==> config.mk <==
export PLATFORM = sky130hd
export DESIGN_NAME = region_serializer_flat
export DESIGN_NICKNAME = d
export VERILOG_FILES = /design/src/rtl/region_pkg.sv /design/src/rtl/region_serializer_if.sv /design/src/rtl/region_beat_gen.sv /design/src/rtl/region_serializer.sv /design/src/flat_wrapper.sv
export SDC_FILE = /design/constraint.sdc
export NUM_CORES = 1
export LEC_CHECK = 0
export CORE_ASPECT_RATIO = 1.1
export CORE_MARGIN = 4
export CORE_UTILIZATION = 56
export DETAILED_ROUTE_END_ITERATION = 8
export PLACE_DENSITY = 0.76
export SLEW_MARGIN = 10
export SYNTH_ARGS = -nofsm -noshare
export SYNTH_HDL_FRONTEND = slang
export SYNTH_SLANG_ARGS = --single-unit
export TNS_END_PERCENT = 5
==> constraint.sdc <==
create_clock -name clk -period 2.65 [get_ports clk]
set_input_delay 0.53 -clock clk [delete_from_list [all_inputs] [get_ports clk]]
set_output_delay 0.53 -clock clk [all_outputs]
set_load 0.01 [all_outputs]
==> src/rtl/region_pkg.sv <==
// Shared definitions for the region serializer.
// Holds the FSM state enum, default geometry and the beats-per-region
// helper used by the top and the testbench-facing interface.
package region_pkg;

  localparam int DEF_MAX_REGIONS = 16;
  localparam int DEF_X_WIDTH     = 9;
  localparam int DEF_Y_WIDTH     = 9;
  localparam int DEF_LANES       = 1;
  localparam int DEF_CLK_DIV     = 10;

  typedef enum logic [2:0] {
    IDLE, FILL, WAIT_RD, LOAD, SHIFT, FINISH
  } state_e;

  // Data beats needed to carry the wider coordinate, LANES bits at a time.
  function automatic int calc_beats(int xw, int yw, int lanes);
    int w;
    w = (xw > yw) ? xw : yw;
    return (w + lanes - 1) / lanes;
  endfunction

endpackage

==> src/rtl/region_serializer_if.sv <==
// Region push / serial output bundle for region_serializer.
//   push side : in_valid, in_ready, in_x, in_y, in_last, rd_req
//   serial    : ser_clk, ser_valid, ser_last, ser_x, ser_y
//   status    : list_ready, done, overflow
// slave = serializer, master = producer/consumer environment.
// Parameters must match those of the region_serializer instance.
interface region_serializer_if #(
  parameter int X_WIDTH = 9,
  parameter int Y_WIDTH = 9,
  parameter int LANES   = 1
);
  logic               in_valid;
  logic               in_ready;
  logic [X_WIDTH-1:0] in_x;
  logic [Y_WIDTH-1:0] in_y;
  logic               in_last;
  logic               rd_req;
  logic               ser_clk;
  logic               ser_valid;
  logic               ser_last;
  logic [LANES-1:0]   ser_x;
  logic [LANES-1:0]   ser_y;
  logic               list_ready;
  logic               done;
  logic               overflow;

  modport slave (
    input  in_valid, in_x, in_y, in_last, rd_req,
    output in_ready, ser_clk, ser_valid, ser_last, ser_x, ser_y,
           list_ready, done, overflow
  );

  modport master (
    output in_valid, in_x, in_y, in_last, rd_req,
    input  in_ready, ser_clk, ser_valid, ser_last, ser_x, ser_y,
           list_ready, done, overflow
  );
endinterface

==> src/rtl/region_beat_gen.sv <==
// Beat divider: counts 0..CLK_DIV-1 while run is high, held at 0 otherwise.
//   clk, reset : clock, synchronous active-high reset
//   run        : divider enable
//   tick       : last cycle of a beat (divider wraps to 0 on the next edge)
//   ser_clk    : low for the first half of a beat, high for the second half
module region_beat_gen #(
  parameter int CLK_DIV = 10
) (
  input  logic clk,
  input  logic reset,
  input  logic run,
  output logic tick,
  output logic ser_clk
);
  localparam int DW = $clog2(CLK_DIV);

  logic [DW-1:0] div_q, div_d;

  assign tick    = run && (div_q == DW'(CLK_DIV - 1));
  // div_q is 0 whenever run is low, so ser_clk idles low.
  assign ser_clk = (div_q >= DW'(CLK_DIV / 2));

  always_comb begin
    div_d = div_q + 1'b1;
    if (!run || tick) div_d = '0;
  end

  always_ff @(posedge clk) begin
    if (reset) div_q <= '0;
    else       div_q <= div_d;
  end
endmodule

==> src/rtl/region_serializer.sv <==
// Region list serializer.
// Collects (x,y) regions on a valid/ready push port until in_last, then on
// rd_req streams every region LSB first over LANES-wide x/y lanes, one beat
// per CLK_DIV clocks with a half-duty ser_clk for the consumer.
//   clk, reset : clock, synchronous active-high reset
//   bus        : region_serializer_if.slave (push, serial and status signals)
// Optional: REGION_SER_PARITY_EN appends an even-parity beat to each region.
module region_serializer import region_pkg::*; #(
  parameter int MAX_REGIONS = DEF_MAX_REGIONS,
  parameter int X_WIDTH     = DEF_X_WIDTH,
  parameter int Y_WIDTH     = DEF_Y_WIDTH,
  parameter int LANES       = DEF_LANES,
  parameter int CLK_DIV     = DEF_CLK_DIV
) (
  input logic                clk,
  input logic                reset,
  region_serializer_if.slave bus
);
  localparam int BEATS = calc_beats(X_WIDTH, Y_WIDTH, LANES);
`ifdef REGION_SER_PARITY_EN
  localparam int NB = BEATS + 1;
`else
  localparam int NB = BEATS;
`endif
  localparam int CW   = $clog2(MAX_REGIONS + 1);
  localparam int IW   = (MAX_REGIONS > 1) ? $clog2(MAX_REGIONS) : 1;
  localparam int BW   = $clog2(NB + 1);
  localparam int PADW = BEATS * LANES;

  state_e state_q, state_d;
  logic [CW-1:0]    count_q, count_d, idx_q, idx_d;
  logic [BW-1:0]    beat_q, beat_d;
  logic             ovf_q, ovf_d, vld_q, vld_d, last_q, last_d;
  logic [LANES-1:0] sx_q, sx_d, sy_q, sy_d;

  logic [X_WIDTH-1:0] mem_x [MAX_REGIONS];
  logic [Y_WIDTH-1:0] mem_y [MAX_REGIONS];

  logic             xfer, store, tick;
  logic [CW-1:0]    nxt_idx, sel_idx;
  logic [BW-1:0]    nxt_beat, sel_beat;
  logic [X_WIDTH-1:0] rx;
  logic [Y_WIDTH-1:0] ry;
  logic [PADW-1:0]  xp, yp;
  logic [LANES-1:0] bx, by;
  logic             sel_last;

  assign bus.in_ready   = !reset && (state_q == IDLE || state_q == FILL);
  assign bus.list_ready = (state_q == WAIT_RD);
  assign bus.done       = (state_q == FINISH);
  assign bus.overflow   = ovf_q;
  assign bus.ser_valid  = vld_q;
  assign bus.ser_last   = last_q;
  assign bus.ser_x      = sx_q;
  assign bus.ser_y      = sy_q;

  assign xfer  = bus.in_valid && bus.in_ready;
  assign store = xfer && (count_q != CW'(MAX_REGIONS));

  region_beat_gen #(.CLK_DIV(CLK_DIV)) u_beat (
    .clk     (clk),
    .reset   (reset),
    .run     (state_q == SHIFT),
    .tick    (tick),
    .ser_clk (bus.ser_clk)
  );

  // Storage is written only; contents are meaningless until count covers them.
  always_ff @(posedge clk) begin
    if (store) begin
      mem_x[IW'(count_q)] <= bus.in_x;
      mem_y[IW'(count_q)] <= bus.in_y;
    end
  end

  // Beat pointer for the beat to present next: (0,0) from LOAD, otherwise the
  // successor of the beat currently on the lanes.
  always_comb begin
    nxt_beat = beat_q + 1'b1;
    nxt_idx  = idx_q;
    if (beat_q == BW'(NB - 1)) begin
      nxt_beat = '0;
      nxt_idx  = idx_q + 1'b1;
    end
    sel_idx  = (state_q == LOAD) ? '0 : nxt_idx;
    sel_beat = (state_q == LOAD) ? '0 : nxt_beat;
    rx = mem_x[IW'(sel_idx)];
    ry = mem_y[IW'(sel_idx)];
    xp = PADW'(rx);
    yp = PADW'(ry);
    bx = LANES'(xp >> (int'(sel_beat) * LANES));
    by = LANES'(yp >> (int'(sel_beat) * LANES));
`ifdef REGION_SER_PARITY_EN
    if (sel_beat == BW'(BEATS)) begin
      bx = LANES'(^rx);
      by = LANES'(^ry);
    end
`endif
    sel_last = (sel_idx == count_q - 1'b1) && (sel_beat == BW'(NB - 1));
  end

  always_comb begin
    state_d = state_q;
    count_d = count_q;
    idx_d   = idx_q;
    beat_d  = beat_q;
    ovf_d   = ovf_q;
    vld_d   = vld_q;
    last_d  = last_q;
    sx_d    = sx_q;
    sy_d    = sy_q;
    case (state_q)
      IDLE: if (xfer) begin
        count_d = CW'(1);
        ovf_d   = 1'b0;
        state_d = bus.in_last ? WAIT_RD : FILL;
      end
      FILL: if (xfer) begin
        if (store) count_d = count_q + 1'b1;
        else       ovf_d   = 1'b1;
        if (bus.in_last) state_d = WAIT_RD;
      end
      WAIT_RD: if (bus.rd_req) state_d = LOAD;
      LOAD: begin
        idx_d   = '0;
        beat_d  = '0;
        vld_d   = 1'b1;
        last_d  = sel_last;
        sx_d    = bx;
        sy_d    = by;
        state_d = SHIFT;
      end
      SHIFT: if (tick) begin
        if (last_q) begin
          vld_d   = 1'b0;
          last_d  = 1'b0;
          sx_d    = '0;
          sy_d    = '0;
          state_d = FINISH;
        end else begin
          idx_d  = nxt_idx;
          beat_d = nxt_beat;
          last_d = sel_last;
          sx_d   = bx;
          sy_d   = by;
        end
      end
      FINISH: begin
        count_d = '0;
        state_d = IDLE;
      end
      default: state_d = IDLE;
    endcase
  end

  always_ff @(posedge clk) begin
    if (reset) begin
      state_q <= IDLE;
      count_q <= '0;
      idx_q   <= '0;
      beat_q  <= '0;
      ovf_q   <= 1'b0;
      vld_q   <= 1'b0;
      last_q  <= 1'b0;
      sx_q    <= '0;
      sy_q    <= '0;
    end else begin
      state_q <= state_d;
      count_q <= count_d;
      idx_q   <= idx_d;
      beat_q  <= beat_d;
      ovf_q   <= ovf_d;
      vld_q   <= vld_d;
      last_q  <= last_d;
      sx_q    <= sx_d;
      sy_q    <= sy_d;
    end
  end
endmodule

==> src/flat_wrapper.sv <==
// flat-port wrapper written by rule: the top's interface ports become plain ports
module region_serializer_flat import region_pkg::*;
#(
  parameter int MAX_REGIONS = DEF_MAX_REGIONS,
  parameter int X_WIDTH     = DEF_X_WIDTH,
  parameter int Y_WIDTH     = DEF_Y_WIDTH,
  parameter int LANES       = DEF_LANES,
  parameter int CLK_DIV     = DEF_CLK_DIV
)
  (clk, reset, bus_in_valid, bus_in_x, bus_in_y, bus_in_last, bus_rd_req, bus_in_ready, bus_ser_clk, bus_ser_valid, bus_ser_last, bus_ser_x, bus_ser_y, bus_list_ready, bus_done, bus_overflow);
  region_serializer_if #(.X_WIDTH(X_WIDTH), .Y_WIDTH(Y_WIDTH), .LANES(LANES)) bus_i ();
  input logic clk;
  input logic reset;
  input wire logic [$bits(bus_i.in_valid)-1:0] bus_in_valid;
  input wire logic [$bits(bus_i.in_x)-1:0] bus_in_x;
  input wire logic [$bits(bus_i.in_y)-1:0] bus_in_y;
  input wire logic [$bits(bus_i.in_last)-1:0] bus_in_last;
  input wire logic [$bits(bus_i.rd_req)-1:0] bus_rd_req;
  output wire logic [$bits(bus_i.in_ready)-1:0] bus_in_ready;
  output wire logic [$bits(bus_i.ser_clk)-1:0] bus_ser_clk;
  output wire logic [$bits(bus_i.ser_valid)-1:0] bus_ser_valid;
  output wire logic [$bits(bus_i.ser_last)-1:0] bus_ser_last;
  output wire logic [$bits(bus_i.ser_x)-1:0] bus_ser_x;
  output wire logic [$bits(bus_i.ser_y)-1:0] bus_ser_y;
  output wire logic [$bits(bus_i.list_ready)-1:0] bus_list_ready;
  output wire logic [$bits(bus_i.done)-1:0] bus_done;
  output wire logic [$bits(bus_i.overflow)-1:0] bus_overflow;
  assign bus_i.in_valid = bus_in_valid;
  assign bus_i.in_x = bus_in_x;
  assign bus_i.in_y = bus_in_y;
  assign bus_i.in_last = bus_in_last;
  assign bus_i.rd_req = bus_rd_req;
  assign bus_in_ready = bus_i.in_ready;
  assign bus_ser_clk = bus_i.ser_clk;
  assign bus_ser_valid = bus_i.ser_valid;
  assign bus_ser_last = bus_i.ser_last;
  assign bus_ser_x = bus_i.ser_x;
  assign bus_ser_y = bus_i.ser_y;
  assign bus_list_ready = bus_i.list_ready;
  assign bus_done = bus_i.done;
  assign bus_overflow = bus_i.overflow;
  region_serializer #(.MAX_REGIONS(MAX_REGIONS), .X_WIDTH(X_WIDTH), .Y_WIDTH(Y_WIDTH), .LANES(LANES), .CLK_DIV(CLK_DIV)) u_core (.clk(clk), .reset(reset), .bus(bus_i));
endmodule
## Word-level counts from Yosys, hierarchy flattened

Memory sizes are Yosys's and may differ from the RTL's.
Index checks and enable logic that the tools add are counted.

| cells by class | value |
|---|---|
| add/subtract/negate cells | 5 |
| magnitude comparators | 1 |
| equal/unequal tests | 19 |
| shift-type cells | 2 |
| muxes and demuxes | 40 |
| reduce and logical (&&, ||, !) cells | 20 |

Operator list:

| operator | number |
|---|---|
| two-way mux 5 bit | 7 |
| two-way mux 3 bit | 6 |
| right shift 9 x 4 -> 1 bit | 2 |
| two-way mux 4 bit | 4 |
| case mux 3 bit (5 select lines) | 1 |
| case mux 5 bit (3 select lines) | 1 |
| two-way mux 1 bit | 13 |
| == test 4 bit, second input constant | 3 |
| adder 5 x 1 -> 5 bit, second input constant | 2 |
| inequality test 2 x 1 -> 1 bit, second input constant | 5 |
| case mux 1 bit (2 select lines) | 5 |
| case mux 5 bit (2 select lines) | 1 |
| adder 4 x 1 -> 4 bit, second input constant | 2 |
| inequality test 2 bit, second input constant | 4 |
| case mux 4 bit (2 select lines) | 1 |
| AND reduction 4 bit | 2 |
| == test 3 x 2 -> 1 bit, second input constant | 2 |
| == test 3 bit, second input constant | 2 |
| AND reduction 3 bit | 2 |
| AND reduction 6 bit | 1 |
| == test 5 bit | 1 |
| logical AND 1 bit | 5 |
| inequality test 5 bit, second input constant | 1 |
| subtractor 5 x 1 -> 5 bit, second input constant | 1 |
| other kinds (10) | 13 |

| storage, ports and cells | value |
|---|---|
| flip-flop bits (word level) | 26 |
| memory bits (writable) | 288 |
| input port bits | 23 |
| output and inout port bits | 9 |
| memories kept | 2 |

Memory list:

| memory | words | width | rd ports | clocked after Yosys merged registers in | wr ports | line | source |
|---|---|---|---|---|---|---|---|
| u_core.mem_x | 16 | 9 | 1 | 0 | 1 | region_serializer.sv:36 | `logic [X_WIDTH-1:0] mem_x [MAX_REGIONS];` |
| u_core.mem_y | 16 | 9 | 1 | 0 | 1 | region_serializer.sv:37 | `logic [Y_WIDTH-1:0] mem_y [MAX_REGIONS];` |

## Longest topological paths before layout

Gate-level depths: netlist (run 1).

| depth | value |
|---|---|
| word-level depth | 8 |
| depth in mapped cells | 16 |
| gate-level depth less buffers | 11 |

## Modules after synthesis

A second synthesis (run 1) with hierarchy kept.

| second synthesis, totals | value |
|---|---|
| cells, all modules | 975 |
| area total of the unflattened synthesis | 13314.0 sq um |

By module, submodules not included:

| module | times used | cells each | area each (sq um) |
|---|---|---|---|
| region_serializer | 1 | 952 | 13098.8 |
| region_beat_gen | 1 | 23 | 215.2 |

## Worst setup path after synthesis (run 1)

Ideal clock, no wire load.

| path | value |
|---|---|
| kind | reg-to-reg |
| start point | reg u_core.beat_q[0] |
| end point | reg u_core.sy_q (netlist: u_core.bus.ser_y) |
| data arrival time | 2756 ps |
| path slack | -193 ps |
| stages on the path, launching flop included | 16 |
| path buffers | 4 |
| cells stage by stage | dfxtp_1 > inv_1 > ha_1 > buf_4 > and3b_1 > buf_6 > xnor2_4 > buf_6 > buf_6 > nand2_1 > a31oi_1 > o2111ai_1 > a211oi_2 > o311ai_1 > a2111o_1 > a221oi_2 |

| between the ends | value |
|---|---|
| word-level cells in the longest chain between the ends | 8 |
| elaborated cells on any way between the ends | 11 |
| those cells by class | 1 x add/sub; 1 x eq/ne; 1 x shift; 7 x mux; 1 x memory |

Ends and longest elaborated chain:

| item | line | source |
|---|---|---|
| start, declared | region_serializer.sv:32 | `logic [BW-1:0] beat_q, beat_d;` |
| start signal, assigned | region_serializer.sv:171 | `beat_q <= beat_d;` |
| == test 4 bit | region_serializer.sv:81 | `if (beat_q == BW'(NB - 1)) begin` |
| two-way mux 5 bit | region_serializer.sv:81 |  |
| two-way mux 5 bit | region_serializer.sv:85 | `sel_idx = (state_q == LOAD) ? '0 : nxt_idx;` |
| memory read (16 x 9 bit) | -- |  |
| right shift 9 x 4 -> 1 bit * | region_serializer.sv:92 | `by = LANES'(yp >> (int'(sel_beat) * LANES));` |
| two-way mux 1 bit | region_serializer.sv:134 | `if (last_q) begin` |
| two-way mux 1 bit | region_serializer.sv:133 | `SHIFT: if (tick) begin` |
| case mux 1 bit (2 select lines) * | region_serializer.sv:112 | `case (state_q)` |
| end signal, assigned | region_serializer.sv:176 | `sy_q <= sy_d;` |
| end, declared | region_serializer.sv:34 | `logic [LANES-1:0] sx_q, sx_d, sy_q, sy_d;` |

Mark *: on every way between the ends. The rest lies on a longest branch, timed or not. The select of a mux whose other input is x is not followed.
A chain may end at the register's enable or synchronous reset.

## Worst setup path in the final report (run 1)

Ends and elaborated chain as after synthesis.

==> reports/results.txt, run 1 <==
WL final -> 36.38 mm
initial antenna violation count -> 0
met2 GRT Util -> 43.80%
remaining global-route overflow -> 0
WP data required -> 3.08 ns
Synth area leader -> edfxtp_1
startpoint types -> flip-flop
GP Congestion -> 0.9103
final hold viol count -> 0
Multi-input gate area -> 4000 um^2
antenna-violating nets left -> 0
routed len/inst -> 24.48 um
Synth Cell Area -> 13380 um^2
area share of the largest cell type after synthesis -> 64.63%
placed instance count -> 1414
# hold bufs at CTS -> 0
Layout area overhead -> 23.91%
final non-filler cell area -> 16580 um^2
Die X-Extent -> 155.4 um
Setup CP Type -> reg2reg
Max-slew headroom -> 53.42%
post-synthesis cell type count -> 78
largest net degree at the start of global routing -> 23
n_diodes -> 0
worst hold stages -> 2
Max Clk Rate -> 319.2 MHz
failing checks -> negative setup slack
PD cells -> 593.1 nW/um^2
vias in the first global route -> 9166
Reg area -> 9174 um^2
Slew Limit Fails -> 0
num rows -> 59
Arr. time, crit path -> 3.56 ns
syn_nets -> 1014
H-Tree Depth -> 1
FFs w/ async S/R, synth -> 0%
most frequent cells in the layout -> edfxtp_1 (288), nand2_1 (146), buf_4 (133)
post-synthesis sequential area ratio -> 68.52%
clock slew at reported path FFs -> 0.07 ns
GR Util met1 -> 37.06%
cells along the critical path -> inv_2 -> ha_4 -> buf_12 -> nand4b_2 -> buf_4 -> o2111ai_4 -> bufbuf_16 -> a221oi_1 -> nor3_1 -> nor4_1 -> nor3_2 -> o311ai_2 -> a2111o_1 -> a221oi_2
gr usage total -> 26.78%
Area contributors post-synth -> edfxtp_1 (65%), nand2_1 (4.1%), dfxtp_1 (3.9%), mux2i_1 (2.4%), a221oi_1 (2.2%)
final clock skew -> 0.01205 ns
top_reg_cell synth -> edfxtp_1
layout cells sized above 1 -> 22.61%
CTS tree -> done
Crit-path slowest cell -> nor4_1
outcome -> finished with violations
LEAKAGE -> 0.005696 uW
fillers -> 1510
crit path capture type -> flip-flop
root buffer cell -> clkbuf_16
Port-buffer cells -> 31
first-pass GRT wire length -> 54.16 mm
measured slew at the worst slew-check pin -> 0.6966 ns
CTS Sinks -> 314
non-filler cells, final -> 1486
die height -> 170.1 um
Bufs on Longest Clock Path -> 3
Top Ports -> 32
DR vias/cell -> 6.483
worst-skew pair later-pin latency -> 0.56 ns
Final HPWL DP -> 23.41 mm
VDD IR max -> 0.4744 mV
Setup crit start -> u_core.beat_q[0]
nets -> 1190
Post-Syn Instances -> 981
Setup violations, final -> 2
Synth Warn # -> 0
most common cell after layout, fill and taps aside -> edfxtp_1
DP Area -> 15300 um^2
period utilization -> 118.2%
RSZ-0062 raised after global routing -> true
Setup WS post-layout -> -0.4824 ns
drt first pass iters -> 8
busiest grt layer -> met2
max_cap viols -> 0
number of flops mapped to enable cells by yosys -> 288
RR Startpoint -> u_core.beat_q[0]
max incr delay on CP -> 0.44 ns
Worst Hold Class -> reg2reg
drt drc -> 0
grt met3 use -> 3.662%
Initial Utilization -> 56.64%
Die ar. -> 26430 um^2
R2R cell count -> 14
Post-Syn Area per Cell -> 13.64 um^2
Final min period -> 3.132 ns
routed via count -> 9634
worst hold path startpoint -> u_core.bus.ser_valid
TritonCTS Buffers -> 30
Yosys reg bits -> 314
core area -> 23620 um^2
worst-path fanout max -> 11
Starting DRT DRC Count -> 1425
==> worst max-delay path: cells and delay by family, from the launching register on <==
| kind | cells | cell delay, ns |
|---|---|---|
| AO/OA/AOI/OAI | 5 | 1.13 |
| AND/OR/NAND/NOR | 4 | 0.73 |
| flip-flops | 1 | 0.34 |
| buffers and inverters | 4 | 0.64 |
| adder cells (fa/ha/maj) | 1 | 0.16 |
==> repair_timing <==
action | 4_1_cts | 5_1_grt
resized for setup | 28 | 14
endpoints found under the setup margin | 2 | 3
pin swaps | 16 | 13
gates cloned | 1 | 1
setup buffers | 13 | 3
==> synth_stat cells (all sizes together) (9+ instances only) <==
master / instances
xnor2: 13
mux2i: 32
and2: 20
inv: 12
a22oi: 13
nand2: 148
a221oi: 36
o221ai: 9
clkbuf: 18
nand3: 34
o21ai: 15
dfxtp: 26
a21oi: 56
or3: 9
a31oi: 12
a311oi: 10
edfxtp: 288
o22ai: 14
nor3: 20
buf: 41
nor2: 43
ha: 10
==> area by class of cell <==
type,count,area share (%)
Clock buffer,37,4.815
Clock inverter,19,0.7245
Inverter,12,0.2717
Multi-Input combinational cell,596,24.13
Sequential cell,314,55.33
Tap cell,305,2.302
Timing Repair Buffer,203,12.43
==> metal layers <==
layer  wire length (um)  vias up
met2              17210      691
met4               1605        0
met5                  0        -
met1              13610     4633
li1                   -     4170
met3               3949      140
==> state kept, by name, indices dropped and copies added, names as in the netlist <==
name                  flops
u_core.bus.overflow       1
u_core.bus.ser_last       1
u_core.bus.ser_y          1
u_core.mem_x            144
u_core.bus.ser_valid      1
u_core.idx_q              5
u_core.state_q            3
u_core.mem_y            144
u_core.count_q            5
u_core.u_beat.div_q       4
u_core.beat_q             4
u_core.bus.ser_x          1
==> power breakdown <==
group / switching, uW / internal (uW)
sequential: 17.9 / 5440
clock: 1780 / 2230
combinational: 225 / 138
total: 2030 / 7810
==> metrics by stage <==
stage | TNS, ns | hold slack (ns) | util [%] | power [uW] | setup WS, ns
2_1_floorplan | -0.1343 | 0.4446 | - | 5713 | -0.1343
3_3_place_gp | -0.6163 | 0.4635 | 64.79 | 5904 | -0.3450
3_5_place_dp | -0.8424 | 0.4954 | 64.79 | 5915 | -0.4564
4_1_cts | -0.6999 | 0.5128 | 69.81 | 9855 | -0.3828
5_1_grt | -1.055 | 0.5609 | 70.19 | 10090 | -0.5895
6_report | -0.8340 | 0.5007 | 70.19 | 9834 | -0.4824
==> logic make-up (layout without fill, tap and decap cells) <==
group	after synthesis	in the layout	synth area share, %
flip-flops	314	314	68.52
multiplexers	37	37	3.067
XOR/XNOR	19	19	1.496
AND/OR/NAND/NOR	316	316	11.38
adder cells (fa/ha/maj)	10	10	0.9351
buffers and inverters	71	271	2.758
AO/OA/AOI/OAI	214	214	11.84
==> worst paths after layout <==
check | slack (ns) | to
max | -0.48 | u_core.bus.ser_y
min | 0.50 | u_core.bus.ser_valid
max reg2reg | -0.48 | u_core.bus.ser_y
min reg2reg | 0.50 | u_core.bus.ser_valid
Power figures use the tool's default switching activity.
==> run 2: changes to the inputs <==
--- a/config.mk
+++ b/config.mk
@@ -5,9 +5,11 @@
 export SDC_FILE = /design/constraint.sdc
 export NUM_CORES = 1
 export LEC_CHECK = 0
+export ABC_AREA = 1
 export CORE_ASPECT_RATIO = 1.1
 export CORE_MARGIN = 4
 export CORE_UTILIZATION = 56
+export CTS_CLUSTER_DIAMETER = 120
 export DETAILED_ROUTE_END_ITERATION = 8
 export PLACE_DENSITY = 0.76
 export SLEW_MARGIN = 10
==> run 2 against run 1 <==
Effect of this change:
- the run now ends clean
- clock power is 5.7% higher
- synthesized cell count is 27% higher
- critical path depth is 9 lower
- register-to-register slack better by 0.60 ns
- routed wire length is 1.0% higher
- critical path type is now reg2out
- critical endpoint is now bus_in_ready
==> reports/results.txt, run 2 <==
nets -> 1338 (+12%)
Die X-Extent -> 157.3 um (+1.2%)
Crit-path slowest cell -> clkdlybuf4s50_1
gr usage total -> 26.05% (-0.73 points)
most common cell after layout, fill and taps aside -> nand2_1
Post-Syn Area per Cell -> 10.98 um^2 (-20%)
post-synthesis sequential area ratio -> 66.82% (-1.7 points)
CTS Sinks -> 314 (unchanged)
Initial Utilization -> 57.37% (+0.73 points)
startpoint types -> flip-flop
VDD IR max -> 0.5578 mV (+18%)
Synth area leader -> edfxtp_1
final clock skew -> 0.008222 ns (-0.003827 ns)
period utilization -> 96.31% (-22 points)
# hold bufs at CTS -> 0 (unchanged)
Arr. time, crit path -> 2.02 ns (-1.54 ns)
Fin Setup TNS -> 0 ns (+0.8340 ns)
Final min period -> 2.552 ns (-0.5801 ns)
Sw Ratio -> 24.77% (+4.2 points)
clock slew at reported path FFs -> 0.06 ns (about the same)
Setup violations, final -> 0 (-2)
largest registers -> u_core.mem_x x144, u_core.mem_y x144
Setup WS post-layout -> 0.09770 ns (+0.5801 ns)
core area -> 23920 um^2 (+1.2%)
drt first pass iters -> 5 (-3)
num rows -> 59 (unchanged)
cells along the critical path -> nor2_1 -> inv_1 -> nor2_1 -> buf_4 -> clkdlybuf4s50_1
worst-skew pair later-pin latency -> 0.56 ns (about the same)
fin util -> 66.64% (-3.6 points)
root buffer cell -> clkbuf_16
Area contributors post-synth -> edfxtp_1 (63%), nand3_1 (9.3%), nand2_1 (8.3%), dfxtp_1 (3.8%), nand4_1 (3.7%)
Place WS -> 0.05033 ns (+0.5067 ns)
CTS tree -> done
Tot Pwr -> 11160 uW (+13%)
top_reg_cell synth -> edfxtp_1
remaining global-route overflow -> 0 (unchanged)
vias in the first global route -> 9692 (+5.7%)
DR vias/cell -> 6.268 (-3.3%)
layout cells sized above 1 -> 12.12% (-10 points)
RSZ-0062 raised after global routing -> true
worst hold stages -> 1 (-1)
Crit path top cell by count -> nor2_1
PD cells -> 700.1 nW/um^2 (+18%)
number of flops mapped to enable cells by yosys -> 288 (unchanged)
syn_nets -> 1283 (+27%)
largest net degree at the start of global routing -> 67 (+190%)
clock power share -> 38.0% (-2.8 points)
antenna-violating nets left -> 0 (unchanged)
post-synthesis cell type count -> 41 (-47%)
Crit path depth -> 5 (-9)
combinational share of power -> 12.1% (+8.4 points)
routed len/inst -> 22.50 um (-8.1%)
WL final -> 36.74 mm (+1.0%)
die height -> 172.2 um (+1.2%)
Post-Syn Instances -> 1250 (+27%)
Worst Hold Class -> reg2reg
final non-filler cell area -> 15940 um^2 (-3.9%)
Top Ports -> 32 (unchanged)
Yosys reg bits -> 314 (unchanged)
most frequent cell after synthesis -> nand2_1
Bufs on Longest Clock Path -> 3 (unchanged)
WP data required -> 2.12 ns (-0.96 ns)
Die ar. -> 27070 um^2 (+2.4%)
Starting DRT DRC Count -> 1331 (-6.6%)
Setup CP Type -> reg2out
TritonCTS Buffers -> 31 (+3.3%)
LEAKAGE -> 0.005797 uW (+1.8%)
FFs w/ async S/R, synth -> 0% (unchanged)
GP Congestion -> 0.8582 (-5.7%)
top cells by count, synth -> nand2_1 (305), edfxtp_1 (288), nand3_1 (254)
first-pass GRT wire length -> 54.50 mm (+0.64%)
Slew Limit Fails -> 0 (unchanged)
Int Power -> 8395 uW (+7.5%)
H-Tree Depth -> 1 (unchanged)
drt drc -> 0 (unchanged)
DP Area -> 14750 um^2 (-3.6%)
n_diodes -> 0 (unchanged)
worst-path fanout max -> 6 (-5)
Max Clk Rate -> 391.8 MHz (+23%)
Layout area overhead -> 16.15%
max_cap viols -> 0 (unchanged)
Port-buffer cells -> 31 (unchanged)
Final HPWL DP -> 20.62 mm (-12%)
worst path buffer plus inverter count -> 3 (-1)
Max-slew headroom -> 55.76% (+2.3 points)
initial antenna violation count -> 0 (unchanged)
outcome -> completed
measured slew at the worst slew-check pin -> 0.6615 ns (-0.03506 ns)
crit path capture type -> output port
sequential share of power -> 49.8% (-5.7 points)
Synth Warn # -> 0 (unchanged)
R2R cell count -> 17 (+3)
routed via count -> 10236 (+6.2%)
Synth Cell Area -> 13720 um^2 (+2.6%)
CP delay by family, top -> buffers and inverters
final hold viol count -> 0 (unchanged)
max incr delay on CP -> 0.52 ns (+0.08 ns)
Switch Pwr -> 2763 uW (+36%)
area share of the largest cell type after synthesis -> 63.03% (-1.6 points)
most frequent cells in the layout -> nand2_1 (303), edfxtp_1 (288), nand3_1 (253)
-- run 2: cell types whose count changed after synthesis, sizes merged, moves of 10 or more --
cell | previous run | this run
a21oi | 56 | 25
a221oi | 36 | 0
a22oi | 13 | 0
a311oi | 10 | 0
a31oi | 12 | 2
and2 | 20 | 0
buf | 41 | 58
inv | 12 | 75
mux2i | 32 | 0
nand2 | 148 | 311
nand3 | 34 | 257
nand4 | 8 | 83
nor3 | 20 | 9
o22ai | 14 | 0
-- run 2: what timing repair did --
| item | 4_1_cts | 5_1_grt |
|---|---|---|
| gates resized for setup | 0 | 15 |
| setup endpoints to repair | 0 | 3 |
| setup buffers | 0 | 3 |
-- run 2: worst paths after layout --
check / start / endpoint / slack (ns)
setup / recovery: u_core.state_q[1] / bus_in_ready / 0.1
hold / removal: u_core.u_beat.div_q[0] / u_core.u_beat.div_q[0] / 0.48
hold reg to reg: u_core.u_beat.div_q[0] / u_core.u_beat.div_q[0] / 0.48
setup reg to reg: u_core.beat_q[1] / u_core.bus.ser_x / 0.12
-- run 2: cell families after synthesis --
group / after synthesis / synth area share [%]
AO/OA/AOI/OAI: 52 / 2.188
XOR/XNOR: 10 / 0.7751
adder cells (fa/ha/maj): 10 / 0.9118
buffers and inverters: 150 / 4.997
flip-flops: 314 / 66.82
AND/OR/NAND/NOR: 714 / 24.31
-- run 2: per-layer routing --
| metal | global-route usage [%] | up-vias | part of all wire [%] | wire [um] |
|---|---|---|---|---|
| met5 | 0 | - | 0 | 0 |
| met4 | 10.51 | 0 | 3.6 | 1317 |
| met3 | 4.205 | 96 | 12 | 4243 |
| met2 | 41.94 | 713 | 48 | 17620 |
| met1 | 35.89 | 4864 | 37 | 13560 |
| li1 | - | 4563 | - | - |
-- run 2: power by group through the flow --
| stage | combinational (uW) | clock [uW] | sequential (uW) |
|---|---|---|---|
| floorplan | 738 | 0 | 5640 |
| global route | 1470 | 4500 | 5570 |
| finish | 1360 | 4240 | 5560 |
| CTS | 1210 | 4280 | 5560 |
| detailed placement | 1200 | 0 | 5660 |
| global placement | 1180 | 0 | 5660 |
-- run 2: cell type report --
cell class,count,area (um^2)
sequential,314,9169
clock inverter,19,172.7
fill,1683,7980
inverter,76,297.8
clock buffer,37,798.3
multi-input combinational,787,3975
tap,305,381.6
timing repair buffer,95,1144
-- run 2: metrics by stage --
step                      hold slack, ns  instances
after floorplan                   0.4446       1250
after global placement            0.4619       1568
after detailed placement          0.4733       1568
after CTS                         0.4850       1624
after global routing              0.5077       1633
final                             0.4783       1633
